### src/rtl/usb_pkg.sv
// Shared definitions for the USB endpoint buffer: owner-state encoding and default depth.
package usb_pkg;

    localparam int BUF_DEPTH = 64;

    typedef enum logic [2:0] {
        IDLE      = 3'd0,
        RX_FILL   = 3'd1,
        RX_HOLD   = 3'd2,
        HOST_FILL = 3'd3,
        TX_DRAIN  = 3'd4
    } buf_state_t;

endpackage

### src/rtl/data_buffer_ram.sv
// DEPTH x 8 byte store: synchronous write, asynchronous (show-ahead) read.
module data_buffer_ram #(
    parameter int DEPTH = 64
) (
    input  logic                     i_clk,
    input  logic                     i_we,
    input  logic [$clog2(DEPTH)-1:0] i_waddr,
    input  logic [7:0]               i_wdata,
    input  logic [$clog2(DEPTH)-1:0] i_raddr,
    output logic [7:0]               o_rdata
);

    logic [7:0] r_mem [DEPTH];

    always_ff @(posedge i_clk) begin
        if (i_we) begin
            r_mem[i_waddr] <= i_wdata;
        end
    end

    assign o_rdata = r_mem[i_raddr];

endmodule

### src/rtl/usb_buffer_ctrl.sv
// Single shared packet buffer arbitrated between the USB RX/TX engines and the host.
// Ownership FSM decides which strobes are honoured; rejected strobes pulse access_conflict.
module usb_buffer_ctrl
    import usb_pkg::*;
#(
    parameter int DEPTH = BUF_DEPTH
) (
    input  logic                   clk,
    input  logic                   rst,
    input  logic                   store_rx_packet_data,
    input  logic [7:0]             rx_packet_data,
    input  logic                   rx_packet_done,
    input  logic                   get_rx_data,
    output logic [7:0]             rx_data,
    input  logic                   store_tx_data,
    input  logic [7:0]             tx_data,
    input  logic                   get_tx_packet_data,
    output logic [7:0]             tx_packet_data,
    input  logic                   clear,
    output logic [$clog2(DEPTH):0] buffer_occupancy,
    output logic [2:0]             buf_state,
    output logic                   overrun,
    output logic                   underrun,
    output logic                   access_conflict
);

    localparam int AW = $clog2(DEPTH);
    localparam logic [AW:0] C_FULL = DEPTH[AW:0];

    buf_state_t  r_state;
    buf_state_t  w_state_next;
    logic [AW-1:0] r_wptr;
    logic [AW-1:0] r_rptr;
    logic [AW:0]   r_occ;
    logic [AW:0]   w_occ_next;
    logic          r_overrun;
    logic          r_underrun;
    logic          r_conflict;

    logic       w_rx_wr;
    logic       w_tx_wr;
    logic       w_rx_pop;
    logic       w_tx_pop;
    logic       w_conflict;
    logic       w_full;
    logic       w_empty;
    logic       w_wr;
    logic       w_pop;
    logic [7:0] w_wdata;
    logic [7:0] w_rdata;

    assign w_full  = (r_occ == C_FULL);
    assign w_empty = (r_occ == '0);

    // Ownership decode: which strobe this state honours, everything else is a conflict.
    always_comb begin
        w_rx_wr    = 1'b0;
        w_tx_wr    = 1'b0;
        w_rx_pop   = 1'b0;
        w_tx_pop   = 1'b0;
        w_conflict = 1'b0;
        case (r_state)
            IDLE: begin
                if (store_rx_packet_data) begin
                    w_rx_wr    = 1'b1;
                    w_conflict = store_tx_data;
                end else begin
                    w_tx_wr = store_tx_data;
                end
                w_conflict = w_conflict | get_rx_data | get_tx_packet_data;
            end
            RX_FILL: begin
                w_rx_wr    = store_rx_packet_data;
                w_conflict = store_tx_data | get_rx_data | get_tx_packet_data;
            end
            RX_HOLD: begin
                w_rx_pop   = get_rx_data;
                w_conflict = store_rx_packet_data | store_tx_data | get_tx_packet_data;
            end
            HOST_FILL: begin
                if (get_tx_packet_data) begin
                    w_tx_pop   = 1'b1;
                    w_conflict = store_tx_data;
                end else begin
                    w_tx_wr = store_tx_data;
                end
                w_conflict = w_conflict | store_rx_packet_data | get_rx_data;
            end
            TX_DRAIN: begin
                w_tx_pop   = get_tx_packet_data;
                w_conflict = store_rx_packet_data | store_tx_data | get_rx_data;
            end
            default: begin
                w_conflict = 1'b0;
            end
        endcase
    end

    assign w_wr    = (w_rx_wr | w_tx_wr) & ~w_full;
    assign w_pop   = (w_rx_pop | w_tx_pop) & ~w_empty;
    assign w_wdata = w_rx_wr ? rx_packet_data : tx_data;

    always_comb begin
        w_occ_next = r_occ;
        if (w_wr) begin
            w_occ_next = r_occ + 1'b1;
        end else if (w_pop) begin
            w_occ_next = r_occ - 1'b1;
        end
    end

    always_comb begin
        w_state_next = r_state;
        case (r_state)
            IDLE: begin
                if (w_rx_wr) begin
                    w_state_next = RX_FILL;
                end else if (w_tx_wr) begin
                    w_state_next = HOST_FILL;
                end
            end
            RX_FILL: begin
                if (rx_packet_done) begin
                    w_state_next = (w_occ_next != '0) ? RX_HOLD : IDLE;
                end
            end
            RX_HOLD: begin
                if (w_pop && (w_occ_next == '0)) begin
                    w_state_next = IDLE;
                end
            end
            HOST_FILL: begin
                // Popping the only stored byte leaves nothing to drain.
                if (w_tx_pop) begin
                    w_state_next = (w_occ_next != '0) ? TX_DRAIN : IDLE;
                end
            end
            TX_DRAIN: begin
                if (w_pop && (w_occ_next == '0)) begin
                    w_state_next = IDLE;
                end
            end
            default: begin
                w_state_next = IDLE;
            end
        endcase
    end

    always_ff @(posedge clk or posedge rst) begin
        if (rst) begin
            r_state    <= IDLE;
            r_wptr     <= '0;
            r_rptr     <= '0;
            r_occ      <= '0;
            r_overrun  <= 1'b0;
            r_underrun <= 1'b0;
            r_conflict <= 1'b0;
        end else if (clear) begin
            r_state    <= IDLE;
            r_wptr     <= '0;
            r_rptr     <= '0;
            r_occ      <= '0;
            r_overrun  <= 1'b0;
            r_underrun <= 1'b0;
            r_conflict <= 1'b0;
        end else begin
            r_state    <= w_state_next;
            r_occ      <= w_occ_next;
            r_conflict <= w_conflict;
            if (w_wr) begin
                r_wptr <= r_wptr + 1'b1;
            end
            if (w_pop) begin
                r_rptr <= r_rptr + 1'b1;
            end
            if ((w_rx_wr | w_tx_wr) & w_full) begin
                r_overrun <= 1'b1;
            end
            // Any pop against an empty buffer is recorded, even one refused by ownership.
            if ((get_rx_data | get_tx_packet_data) & w_empty) begin
                r_underrun <= 1'b1;
            end
        end
    end

    data_buffer_ram #(
        .DEPTH(DEPTH)
    ) u_ram (
        .i_clk  (clk),
        .i_we   (w_wr),
        .i_waddr(r_wptr),
        .i_wdata(w_wdata),
        .i_raddr(r_rptr),
        .o_rdata(w_rdata)
    );

    assign rx_data          = w_empty ? 8'h00 : w_rdata;
    assign tx_packet_data   = w_empty ? 8'h00 : w_rdata;
    assign buffer_occupancy = r_occ;
    assign buf_state        = r_state;
    assign overrun          = r_overrun;
    assign underrun         = r_underrun;
    assign access_conflict  = r_conflict;

endmodule
### config.mk
export PLATFORM = sky130hd
export DESIGN_NAME = usb_buffer_ctrl
export DESIGN_NICKNAME = d
export VERILOG_FILES = /design/src/rtl/usb_pkg.sv /design/src/rtl/data_buffer_ram.sv /design/src/rtl/usb_buffer_ctrl.sv
export SDC_FILE = /design/constraint.sdc
export NUM_CORES = 1
export LEC_CHECK = 0
export BUFFER_PORTS_ARGS = -buffer_cell sky130_fd_sc_hd__buf_2
export CAP_MARGIN = 20
export CELL_PAD_IN_SITES_DETAIL_PLACEMENT = 0
export CELL_PAD_IN_SITES_GLOBAL_PLACEMENT = 1
export CORE_ASPECT_RATIO = 1.2
export CORE_UTILIZATION = 59
export DETAILED_ROUTE_END_ITERATION = 8
export MAX_ROUTING_LAYER = met4
export PLACE_DENSITY = 0.83
export SYNTH_ARGS = -nofsm -noshare
export SYNTH_HDL_FRONTEND = slang
export SYNTH_HIERARCHICAL = 1
export SYNTH_SLANG_ARGS = --single-unit
### constraint.sdc
create_clock -name clk -period 7.8 [get_ports clk]
set_input_delay 1.56 -clock clk [delete_from_list [all_inputs] [get_ports clk]]
set_output_delay 1.56 -clock clk [all_outputs]
set_load 0.005 [all_outputs]
==> results.json <==
{
  "synth.area.mux_share_pct": 15.2,
  "cap_violations": 0,
  "cellPowerDensity_nw_per_um2": 289,
  "drc": 0,
  "status": "completed",
  "cts_inserted_buffers": 51,
  "clock-skew-final_ns": 0.0160,
  "utilization_pct": 66.5,
  "grt_use_total_pct": 26.9,
  "initialDrtViolationCount": 1302,
  "finalCriticalPeriod_ns": 5.81,
  "synth_top_family_by_area": "multiplexers",
  "crit_path_start_kind": "register",
  "floorplan.initialDensity_pct": 60.4,
  "fp.dieW_um": 178,
  "synth-simple-area-share_pct": 5.54,
  "cp_cell_sequence": "buf_4 > mux4_2 > nor2b_1 > a2111oi_0 > o41ai_1 > nor2b_1 > buf_2",
  "gr-total-overflow": 0,
  "syn_area_per_cell_um2": 19.2,
  "cts.path.max_buffers": 3,
  "synthToLayoutAreaGrowth_pct": 10.2,
  "use_met1_pct": 36.2,
  "cts_tree": "done",
  "ant_nets": 0,
  "portBuffers": 52,
  "ioPinCount": 53,
  "critPathTopFamily": "compound AO/OA/AOI/OAI gates",
  "pre_cts_slack_ns": 2.73,
  "cpMostUsedCell": "nor2b_1",
  "synth-xor-area-share_pct": 0.521,
  "setup_viol": 0,
  "fin_crit_sh_pct": 74.5,
  "grt_max_degree": 67,
  "die_area_um2": 37900,
  "critPathKind": "register to primary output",
  "drt-total-wl_mm": 47.7,
  "crit_arrival_ns": 4.25,
  "antenna_found_initial": 0,
  "final.setup.worst_slack_ns": 1.99,
  "cp-end-kind": "primary output",
  "first_pass_iters": 5,
  "critPathRequiredTime_ns": 6.24,
  "post-dp-hpwl_mm": 28.5,
  "max_stage_delay_ns": 0.98,
  "rsz0062_at_grt": "no",
  "synth_edf_count": 512,
  "first_global_vias": 11000,
  "grtUsageMet3_pct": 3.74,
  "insertion_delay_ns": 0.57,
  "critPathSlowestCell": "a2111oi_0",
  "fmax_ghz": 0.172,
  "cts_root_buf": "clkbuf_16",
  "vias_per_cell": 6.65,
  "yosysWarningCount": 6,
  "drive_gt1_share_pct": 25.1,
  "final_nets": 1219,
  "ys_seq_area_share_pct": 73.1,
  "clk_pin_slew_worst_paths_ns": 0.06,
  "syn_nets": 1165,
  "p_leak_nw": 7.45,
  "grt.busiest_layer": "met2",
  "routedWlPerCell_um": 28.0,
  "synth_compound_area_share_pct": 3.12,
  "ir_drop_mv": 0.174,
  "report.final.hold_viol_count": 0,
  "rows": 76,
  "post_cts_buffers": 0,
  "via_count": 11300,
  "hold_class": "register to register",
  "met2_usage_pct": 42.6,
  "async_flop_share_pct": 4.66,
  "synth_seq_cells": 537,
  "worstMarginPinSlew_ns": 1.12,
  "synthAdderAreaFrac_pct": 0.229,
  "fin_tns_setup_ns": 0,
  "yosys_most_used_dff": "edfxtp_1",
  "yosysUniqueCellTypes": 70,
  "die_height_um": 213,
  "coreArea_um2": 36200,
  "gp_congestion": 0.873,
  "cts_resized": 0,
  "syn-instance-count": 1137,
  "crit_buf_inv": 2,
  "holdBufCountCts": 0,
  "syn_area_um2": 21900,
  "slew_headroom_pct": 23.5,
  "clock-sinks": 537,
  "critical_path.max_fanout": 51,
  "htreeDepth": 2,
  "grt_pass1_wl_mm": 70.4,
  "maxSlewViolCount": 0
}
[stage by stage]
step / area (µm²) / instances / hold WS [ns] / power, W
floorplan: 21900 / 1137 / 0.486 / 0.00433
global placement: 22400 / 1600 / 0.475 / 0.00463
detailed placement: 22400 / 1602 / 0.489 / 0.00465
CTS: 24000 / 1696 / 0.503 / 0.00699
global route: 24100 / 1700 / 0.530 / 0.00722
finish: 24100 / 1701 / 0.500 / 0.00696
[report_power, final]
part | internal [W] | total, W | switching (W) | leakage (nW)
registers | 0.00334 | 0.00344 | 0.0000925 | 4.94
logic | 0.000495 | 0.00117 | 0.000674 | 1.74
clock network | 0.00135 | 0.00236 | 0.00101 | 0.776
[cell usage after synthesis, types with 4 or more instances]
master	n	area share [%]
buf_1	4	0.069
buf_6	4	0.21
o22ai_1	9	0.26
a221oi_1	7	0.28
a21oi_1	13	0.30
nor2b_1	27	0.77
nand3_1	21	0.48
nand2b_1	9	0.26
o21ai_0	11	0.25
nand4b_1	4	0.16
buf_2	13	0.30
o221ai_1	8	0.32
nand2_1	27	0.46
xnor2_1	6	0.24
nor3_1	13	0.30
nor2_1	106	1.8
ha_1	4	0.23
xor2_1	7	0.28
mux2_2	22	1.1
inv_1	5	0.086
a211oi_1	5	0.17
edfxtp_1	512	70
dfrtp_1	25	2.9
clkbuf_1	20	0.34
mux2i_1	25	1.1
or3_1	4	0.11
nand4_1	7	0.20
mux4_2	126	13
buf_4	22	0.76
a22oi_1	6	0.21
[registers in the layout, indices dropped and copies added, names as in the netlist]
signal,flops
access_conflict,1
r_wptr,6
overrun,1
r_rptr,6
buf_state,3
buffer_occupancy,7
u_ram/r_mem,512
underrun,1
[routing by layer]
layer | part of all wire [%] | vias to the layer above
met5 | 0 | -
met4 | 3.4 | 0
met3 | 7.4 | 112
met2 | 50 | 554
met1 | 39 | 5910
li1 | - | 4741
[path summary, 6_finish.rpt]
check	startpoint	to	slack (ns)	depth (start not counted)
worst max-delay path	r_rptr[1]$_DFFE_PP0P_	tx_packet_data[3]	1.99	7
worst min-delay path	overrun$_DFFE_PP0P_	overrun$_DFFE_PP0P_	0.50	2
worst max register to register	buf_state[1]$_DFFE_PP0P_	u_ram/r_mem[14][1]$_DFFE_PP_	3.94	7
worst min register to register	overrun$_DFFE_PP0P_	overrun$_DFFE_PP0P_	0.50	2
max in group asynchronous	rst	r_rptr[2]$_DFFE_PP0P_	6.29	3
min in group asynchronous	rst	overrun$_DFFE_PP0P_	0.90	2
[final cells by class]
cell class / count / area, µm²
Inverter: 5 / 18.8
Tap cell: 468 / 586
Sequential cell: 537 / 16000
Clock inverter: 26 / 219
Timing Repair Buffer: 71 / 483
Antenna cell: 1 / 2.50
Multi-Input combinational cell: 525 / 5400
Fill cell: 2296 / 12100
Clock buffer: 68 / 1380
[cell usage in the layout (no fill, tap or decap), drive strengths merged, types with 5 or more instances in the layout]
master    n
a21oi    13
mux4    126
dfrtp    25
nand2b    9
clkinv   18
nand2    27
mux2     22
xnor2     6
nor3     14
o221ai    8
nor2b    27
a221oi    7
or3       5
edfxtp  512
inv       8
a22oi     6
o22ai     9
nand4     7
mux2i    25
buf      71
xor2      7
clkbuf   68
o21ai    13
nand3    21
nor2    106
a211oi    5
[worst reg2reg max path, cell delays in order, from the launching register on]
cell     delay, ns
dfrtp_1       0.59
or3b_1        0.48
a31o_2        0.30
a21oi_1       0.13
buf_4         0.21
nor2b_1       0.29
nand3_1       0.50
nor2_1        0.97
[logic make-up (layout without fill, tap and decap cells)]
family / count (synthesis) / in the layout
buf+inv: 75 / 170
fa+ha+maj: 4 / 4
compound gates: 93 / 93
simple gates: 242 / 242
flops: 537 / 537
xor+xnor: 13 / 13
other cells: 0 / 1
mux: 173 / 173
Power figures use the tool's default switching activity.
